==> src/rtl/red_pitaya_sort_pulser.sv <==
// FADS sort pulser: turns a sort trigger into a bipolar square-wave burst on the DAC.
// Optional: define SORT_PULSER_RETRIGGER_EN so that triggers during BURST/HOLDOFF restart the burst.
module red_pitaya_sort_pulser #(
  parameter int DWD = 14,
  parameter int MEM = 32
) (
  input  logic                  adc_clk_i,
  input  logic                  adc_rstn_i,
  input  logic                  sort_trig_i,
  output logic signed [DWD-1:0] dac_o,
  output logic                  pulse_active_o,
  input  logic [31:0]           sys_addr,
  input  logic [31:0]           sys_wdata,
  input  logic [3:0]            sys_sel,
  input  logic                  sys_wen,
  input  logic                  sys_ren,
  output logic [31:0]           sys_rdata,
  output logic                  sys_err,
  output logic                  sys_ack
);

`ifdef SORT_PULSER_RETRIGGER_EN
  localparam bit RETRIG = 1'b1;
`else
  localparam bit RETRIG = 1'b0;
`endif

  localparam logic [19:0] A_AMP    = 20'h00;
  localparam logic [19:0] A_HP     = 20'h04;
  localparam logic [19:0] A_NHALF  = 20'h08;
  localparam logic [19:0] A_HOLD   = 20'h0C;
  localparam logic [19:0] A_CTRL   = 20'h10;
  localparam logic [19:0] A_BURSTS = 20'h20;
  localparam logic [19:0] A_MISSED = 20'h24;
  localparam logic [19:0] A_STATUS = 20'h28;
  localparam logic [31:0] AMP_MAX  = 32'((2 ** (DWD - 1)) - 1);

  typedef enum logic [1:0] {IDLE = 2'd0, BURST = 2'd1, HOLDOFF = 2'd2} state_t;

  function automatic logic [DWD-2:0] sat_amp(input logic [31:0] w);
    return (w > AMP_MAX) ? AMP_MAX[DWD-2:0] : w[DWD-2:0];
  endfunction

  function automatic logic signed [DWD-1:0] level(input logic [DWD-2:0] mag, input logic neg);
    logic signed [DWD-1:0] p;
    p = signed'({1'b0, mag});
    return neg ? -p : p;
  endfunction

  logic [DWD-2:0] amplitude;
  logic [15:0]    half_period, n_half, hp_eff, hp_sh, phase_cnt, half_cnt;
  logic [MEM-1:0] holdoff, hold_cnt, bursts, missed;
  logic           enable, polarity, trig_q;
  state_t         state;

  logic unused_bus;
  assign unused_bus = &{1'b0, sys_sel};

  wire  trig_rise = sort_trig_i & ~trig_q;
  wire  start_ok  = trig_rise & enable & (n_half != 16'd0);
  wire  soft_rst  = sys_wen & (sys_addr[19:0] == A_CTRL) & sys_wdata[2];
  assign hp_eff   = (half_period == 16'd0) ? 16'd1 : half_period;
  assign sys_err  = 1'b0;

  always_ff @(posedge adc_clk_i) begin
    if (!adc_rstn_i) begin
      amplitude   <= (DWD-1)'(4000);
      half_period <= 16'd1250;
      n_half      <= 16'd100;
      holdoff     <= '0;
      enable      <= 1'b1;
      polarity    <= 1'b0;
    end else if (sys_wen) begin
      case (sys_addr[19:0])
        A_AMP:   amplitude   <= sat_amp(sys_wdata);
        A_HP:    half_period <= sys_wdata[15:0];
        A_NHALF: n_half      <= sys_wdata[15:0];
        A_HOLD:  holdoff     <= MEM'(sys_wdata);
        A_CTRL:  begin
          enable   <= sys_wdata[0];
          polarity <= sys_wdata[1];
        end
        default: ;
      endcase
    end
  end

  // Burst sequencer; the burst runs from hp_sh/half_cnt so live writes wait for the next start
  always_ff @(posedge adc_clk_i) begin
    if (!adc_rstn_i) begin
      state          <= IDLE;
      dac_o          <= '0;
      pulse_active_o <= 1'b0;
      trig_q         <= 1'b0;
      bursts         <= '0;
      missed         <= '0;
    end else begin
      trig_q <= sort_trig_i;
      if (soft_rst || (!enable && state != IDLE)) begin
        state          <= IDLE;
        dac_o          <= '0;
        pulse_active_o <= 1'b0;
        if (soft_rst) begin
          bursts <= '0;
          missed <= '0;
        end
      end else if (start_ok && (state == IDLE || RETRIG)) begin
        hp_sh          <= hp_eff;
        phase_cnt      <= hp_eff - 16'd1;
        half_cnt       <= n_half;
        dac_o          <= level(amplitude, polarity);
        pulse_active_o <= 1'b1;
        bursts         <= bursts + MEM'(1);
        state          <= BURST;
      end else begin
        if (trig_rise && state != IDLE && !RETRIG) missed <= missed + MEM'(1);
        case (state)
          BURST: begin
            if (phase_cnt == 16'd0) begin
              if (half_cnt == 16'd1) begin
                dac_o          <= '0;
                pulse_active_o <= 1'b0;
                if (holdoff != '0) begin
                  state    <= HOLDOFF;
                  hold_cnt <= holdoff - MEM'(1);
                end else begin
                  state <= IDLE;
                end
              end else begin
                dac_o     <= -dac_o;
                half_cnt  <= half_cnt - 16'd1;
                phase_cnt <= hp_sh - 16'd1;
              end
            end else begin
              phase_cnt <= phase_cnt - 16'd1;
            end
          end
          HOLDOFF: begin
            if (hold_cnt == '0) state <= IDLE;
            else                hold_cnt <= hold_cnt - MEM'(1);
          end
          default: ;
        endcase
      end
    end
  end

  always_ff @(posedge adc_clk_i) begin
    if (!adc_rstn_i) begin
      sys_ack   <= 1'b0;
      sys_rdata <= '0;
    end else begin
      sys_ack <= sys_wen | sys_ren;
      if (sys_ren) begin
        case (sys_addr[19:0])
          A_AMP:    sys_rdata <= 32'(amplitude);
          A_HP:     sys_rdata <= 32'(half_period);
          A_NHALF:  sys_rdata <= 32'(n_half);
          A_HOLD:   sys_rdata <= 32'(holdoff);
          A_CTRL:   sys_rdata <= {29'd0, 1'b0, polarity, enable};
          A_BURSTS: sys_rdata <= 32'(bursts);
          A_MISSED: sys_rdata <= 32'(missed);
          A_STATUS: sys_rdata <= {30'd0, state};
          default:  sys_rdata <= '0;
        endcase
      end
    end
  end

endmodule
==> config.mk <==
export PLATFORM = sky130hd
export DESIGN_NAME = red_pitaya_sort_pulser
export DESIGN_NICKNAME = d
export VERILOG_FILES = /design/src/rtl/red_pitaya_sort_pulser.sv
export SDC_FILE = /design/constraint.sdc
export NUM_CORES = 1
export LEC_CHECK = 0
export ABC_CLOCK_PERIOD_IN_PS = 4400
export CORE_ASPECT_RATIO = 0.75
export CORE_MARGIN = 3
export CORE_UTILIZATION = 35
export CTS_CLUSTER_DIAMETER = 80
export DETAILED_ROUTE_END_ITERATION = 16
export GPL_TIMING_DRIVEN = 0
export PLACE_DENSITY_LB_ADDON = 0.3
export SLEW_MARGIN = 20
export SYNTH_ARGS = -nofsm -noshare
export SYNTH_HDL_FRONTEND = slang
export SYNTH_SLANG_ARGS = --single-unit
==> constraint.sdc <==
create_clock -name adc_clk_i -period 4.4 [get_ports adc_clk_i]
set_input_delay 0.88 -clock adc_clk_i [delete_from_list [all_inputs] [get_ports adc_clk_i]]
set_output_delay 0.88 -clock adc_clk_i [all_outputs]
set_load 0.01 [all_outputs]
==> results.yml, run 1 <==
floorplan:
  placementRows: 62
  core_sq_um: 38900
  fp.dieH_microns: 179
  die-area_sq_um: 42500
  initial_core_util_pct: 36.1
  num_io_pins: 122
  die_w_microns: 237
logic_synthesis:
  syn_inst: 1571
  postSynthNetCount: 1655
  async_flop_share_pct: 0
  synth_warnings: 0
  synth_area_leader_cell: "dfxtp_1"
  yosysTopAreaCellShare_pct: 27.7
  synth_area_leaders: "dfxtp_1 28%, edfxtp_1 17%, nand2_1 5.7%, xnor2_1 5.1%, nor2_1 3.7%"
  yosysSeqAreaShare_pct: 44.9
  syn_area_sq_um: 14000
  synthDistinctLibCells: 68
  synth_most_common_cell: "nand2_1"
  synth.top_cells.by_count: "212 x nand2_1, 194 x dfxtp_1, 139 x nor2_1"
  avgSynthCellArea_sq_um: 8.92
  synth_edf_count: 80
  ys_ff_latch: 274
  synth_ff_type: "dfxtp_1"
power:
  vdd_drop_max_mv: 0.237
  p_clk_share_pct: 44.8
  p_leak_nw: 5.52
  internal_power_mw: 4.37
  p_seq_share_pct: 47.0
  pwr-share-comb_pct: 8.3
  power.density_nw_per_um2: 342
  swShare_pct: 24.1
  p_switching_mw: 1.39
sta:
  setup_viol: 0
  tightest_slew_ns: 1.17
  fin_skew_ns: 0.0181
  rsz0062_at_grt: "no"
  hold_violations: 0
  period_share_pct: 98.7
  maxSlewViolCount: 0
  max_freq_mhz: 230
  holdWs_ns: 0.457
  maxSlewHeadroom_pct: 21.0
  post-route-min-period_ns: 4.34
  layout_setup_ws_ns: 0.0562
status:
  outcome: "finished, final reports clean"
routing:
  drcViolationCount: 0
  vias: 12894
  wl_microns: 48800
  viasPerCell: 5.75
  ant_nets: 0
  drt_iter0_drc: 1656
  wl_per_cell_microns: 21.7
  first_pass_iters: 8
clock_tree:
  clk_pin_slew_ns: 0.06
  htreeDepth: 1
  root_buffer: "clkbuf_16"
  clock-sinks: 274
  clk_latency_ns: 0.58
  cts_tree: "done"
  numCtsBuffers: 30
  cts_max_path_buffers: 3
final_layout:
  drive_above_1_share_pct: 5.26
  fillers: 3770
  syn_to_final_growth_pct: 20.1
  final_nets: 1790
worst_hold_path:
  hp-start: "pulse_active_o"
  holdCritPathClass: "reg -> reg"
  holdPathEnd: "pulse_active_o"
  holdPathStages: 1
critical_path:
  end_kind: "flop"
  critical_path_arrival_ns: 4.67
  r2r_cells: 12
  start_kind: "primary input"
  crit_start: "sys_addr[10]"
  crit_type: "in -> reg"
  crit_fanout: 18
  reg2reg_slack_ns: 0.30
  required_ns: 4.72
  timing.rr.start: "state[1]"
  r2r-end: "hold_cnt[28]"
grt:
  antenna_found_initial: 1
  grt_max_degree: 29
  grt_pass1_wl_microns: 72400
  track_usage_pct: 22.2
  grt_pass1_vias: 11792
  grt_remaining_overflow: 0
run:
  drv_cap: 0
placed_design:
  place_ws_ns: -1.21
  gp_congestion: 1.02
  hpwl_microns: 38100
  port_buffers: 101
-- cell families (layout without fill, tap and decap cells) --
kind of cell	after synthesis	count (layout)	synth area share (%)
buffers and inverters	139	297	3.80
AND/OR/NAND/NOR	670	670	23.3
AO/OA/AOI/OAI	301	301	15.6
flip-flops	274	274	44.9
multiplexers	48	48	3.46
adder cells (fa/ha/maj)	11	11	0.982
XOR/XNOR	127	127	7.94
other	1	3	0.0268
-- power by group through the flow --
| stage | clock [mW] | sequential (mW) | combinational [mW] |
|---|---|---|---|
| after floorplan | 0 | 2.75 | 0.244 |
| after detailed placement | 0 | 2.76 | 0.469 |
| after CTS | 2.61 | 2.70 | 0.471 |
| after global routing | 2.71 | 2.71 | 0.514 |
| final | 2.58 | 2.70 | 0.476 |
| after global placement | 0 | 2.76 | 0.451 |
-- layout by cell type, fill, tap and decap left out, types with 54 or more instances in the layout --
cell             instances
nand2_1                212
dfxtp_1                194
nor2_1                 137
clkdlybuf4s50_1        101
clkbuf_1                85
xnor2_1                 82
edfxtp_1                80
nor3_1                  64
o21ai_0                 55
nand3_1                 54
-- timing repair --
action                                  in CTS  in global routing
cloned                                       0                  0
pin swaps                                    0                  1
setup buffers                                0                  1
endpoints found under the setup margin      71                  6
hold buffers                                 0                  0
gates resized for setup                     10                  9
-- registers in the layout, summed over array words and instances, names as in the netlist, 32 cells and up --
name       count
sys_rdata     32
holdoff       32
bursts        32
hold_cnt      32
missed        32
-- layout make-up --
class	instances	area [sq um]	area share, %
tap	512	641	3.81
multi-input combinational	1158	7240	43.0
clock buffer	47	970	5.76
sequential	274	6290	37.3
antenna	2	5.00	0.0297
timing repair buffer	107	1090	6.46
inverter	35	131	0.781
buffer	100	418	2.48
clock inverter	8	48.8	0.290
-- per-stage QoR --
step / setup TNS [ns] / power (mW) / util [%] / std cells / instance area [sq um]
floorplan: 0 / 3.00 / - / 1571 / 14000
global placement: -90.39 / 3.21 / 40.3 / 2184 / 15700
detailed placement: -60.79 / 3.23 / 40.6 / 2188 / 15800
CTS: 0 / 5.78 / 43.2 / 2240 / 16800
global route: 0 / 5.93 / 43.3 / 2241 / 16800
finish: 0 / 5.76 / 43.3 / 2243 / 16800
-- worst max-delay path by stage --
stage                               end  slack (ns)  cells past startpoint
after floorplan            hold_cnt[28]        0.07                     16
after global placement     hold_cnt[21]       -1.43                      7
after detailed placement   hold_cnt[28]       -1.21                     15
after CTS                 phase_cnt[14]        0.01                     13
after global routing       phase_cnt[8]        0.04                     13
final                       hold_cnt[4]        0.06                     10
-- routing by layer --
layer  track usage, %  vias to the layer above  wire length, microns
met4             4.86                        0                  1340
li1                 -                     5955                     -
met1             32.9                     6228                 22800
met3             5.41                       93                  4860
met2             32.5                      618                 19800
met5                0                        -                     0
-- worst max-delay path, cell delays in order --
cell and delay (ns):
clkdlybuf4s50_1 0.40, nor4_1 0.63, nand4b_1 0.56, or4_1 0.62, buf_4 0.19, o211ai_1 0.24, clkbuf_4 0.34, clkbuf_2 0.36
nor2_4 0.20, buf_16 0.21
(Power assumes the default switching activity.)
==> inputs of run 2 (changes only) <==
--- a/config.mk
+++ b/config.mk
@@ -6,13 +6,14 @@
 export NUM_CORES = 1
 export LEC_CHECK = 0
 export ABC_CLOCK_PERIOD_IN_PS = 4400
-export CORE_ASPECT_RATIO = 0.75
 export CORE_MARGIN = 3
 export CORE_UTILIZATION = 35
 export CTS_CLUSTER_DIAMETER = 80
 export DETAILED_ROUTE_END_ITERATION = 16
 export GPL_TIMING_DRIVEN = 0
+export HOLD_SLACK_MARGIN = 0.06
 export PLACE_DENSITY_LB_ADDON = 0.3
+export SKIP_CTS_REPAIR_TIMING = 1
 export SLEW_MARGIN = 20
 export SYNTH_ARGS = -nofsm -noshare
 export SYNTH_HDL_FRONTEND = slang
==> run 2 against run 1 <==
  * First-iteration DRC count down 28%
  * Non-clock buffer count up 1
  * Cell count rose by 0.18%
  * Die area is essentially flat
  * Combinational power about the same
==> results.yml, run 2 (synthesis gave the netlist of run 1 again) <==
status:
  outcome: "finished, final reports clean"
floorplan:
  fp.dieH_microns: 206
  initial_core_util_pct: 35.8
  placementRows: 72
  die_w_microns: 206
  core_sq_um: 39100
  num_io_pins: 122
  die-area_sq_um: 42500
critical_path:
  r2r-end: "hold_cnt[28]"
  reg2reg_slack_ns: 0.22
  required_ns: 4.72
  timing.rr.start: "state[1]"
  crit_type: "reg -> reg"
  r2r_cells: 13
  critical_path_arrival_ns: 4.50
  crit_fanout: 28
  end_kind: "flop"
  start_kind: "flop"
clock_tree:
  clock-sinks: 274
  clk_pin_slew_ns: 0.06
  root_buffer: "clkbuf_16"
  htreeDepth: 1
  clk_latency_ns: 0.58
  cts_tree: "done"
  numCtsBuffers: 30
  cts_max_path_buffers: 3
sta:
  finalSetupTns_ns: 0
  maxSlewViolCount: 0
  post-route-min-period_ns: 4.18
  maxSlewHeadroom_pct: 28.2
  fin_skew_ns: 0.0271
  period_share_pct: 95.0
  setup_viol: 0
  hold_violations: 0
  max_freq_mhz: 239
  rsz0062_at_grt: "no"
  tightest_slew_ns: 1.07
worst_hold_path:
  holdPathEnd: "pulse_active_o"
  hp-start: "pulse_active_o"
  holdCritPathClass: "reg -> reg"
  holdPathStages: 1
final_layout:
  antenna_cells: 0
  final_nets: 1791
  fillers: 3926
  mostFrequentLayoutCells: "212 x nand2_1, 194 x dfxtp_1, 136 x nor2_1"
  layout_commonest_cell: "nand2_1"
  syn_to_final_growth_pct: 19.9
  multi_input_area_sq_um: 7240
  design_area_sq_um: 16800
  drive_above_1_share_pct: 5.21
  register_area_sq_um: 6290
power:
  p_leak_nw: 5.51
  total_power_mw: 5.70
  vdd_drop_max_mv: 0.320
  power.density_nw_per_um2: 339
routing:
  wl_per_cell_microns: 21.1
  first_pass_iters: 10
  viasPerCell: 5.64
  vias: 12684
  wl_microns: 47300
  drcViolationCount: 0
  drt_iter0_drc: 1192
  ant_nets: 0
placed_design:
  hpwl_microns: 36900
  gp_congestion: 0.994
  placed_cell_area_sq_um: 15800
  port_buffers: 101
grt:
  grt_pass1_wl_microns: 71900
  grt_pass1_vias: 12053
  grt_max_degree: 22
  grt_remaining_overflow: 0
  antenna_found_initial: 0
  track_usage_pct: 21.9
run:
  drv_cap: 0
==> run 2: changes by cell type in the layout (fill, tap and decap cells not counted), moves of 2 or more <==
cell        before  now
clkbuf_1        85   89
buf_6            4    1
clkinvlp_4       2    0
buf_4            4    6
clkbuf_16       34   30
diode_2          2    0
buf_8            1    3
clkbuf_8         7   10
==> run 2: worst max path at each step <==
stage                     depth (start not counted)           end  slack, ns    startpoint
after global placement                            7  hold_cnt[28]      -1.23  sys_wdata[2]
after CTS                                        15  hold_cnt[28]      -1.13      state[1]
final                                            13  hold_cnt[28]       0.22      state[1]
after floorplan                                  16  hold_cnt[28]       0.07      state[0]
after global routing                             13  hold_cnt[28]       0.02      state[1]
after detailed placement                         15  hold_cnt[30]      -1.08      state[1]
==> run 2: layout make-up <==
class                           instances  share of cell area, %
Buffer                                100                   2.46
Sequential cell                       274                   37.4
Clock buffer                           50                   5.51
Inverter                               35                  0.782
Clock inverter                          4                  0.335
Tap cell                              518                   3.86
Multi-Input combinational cell       1158                   43.1
Timing Repair Buffer                  108                   6.55
==> run 2: per-layer routing <==
| layer | track usage (%) | vias to the layer above | share of wire [%] |
|---|---|---|---|
| met5 | 0 | - | 0 |
| met4 | 5.89 | 0 | 2.7 |
| met3 | 4.08 | 87 | 8.0 |
| met2 | 34.9 | 502 | 45 |
| met1 | 30.6 | 6143 | 44 |
| li1 | - | 5952 | - |
==> run 2: worst max-delay path: stages, from the launching register on <==
cell      delay [ns]
dfxtp_1         0.46
ha_2            0.31
buf_8           0.23
clkbuf_4        0.29
buf_4           0.27
buf_4           0.25
mux2i_1         0.28
ha_1            0.26
o211ai_1        0.18
or4_4           0.50
or3_1           0.43
nor2_2          0.19
nand3_1         0.11
xor2_1          0.16
==> run 2: per-stage QoR <==
stage	util, %	hold slack, ns	cells	setup slack (ns)
CTS	42.9	0.455	2250	-1.13
detailed placement	40.4	0.442	2196	-1.08
global placement	40.1	0.435	2190	-1.23
finish	43.0	0.449	2247	0.220
floorplan	-	0.451	1571	0.0736
global route	43.0	0.471	2247	0.0181
==> run 2: report_power, final <==
part	switching [mW]	total [mW]	internal (mW)
clock	1.04	2.52	1.48
combinational	0.278	0.477	0.199
sequential	0.0462	2.70	2.66
total	1.36	5.70	4.34
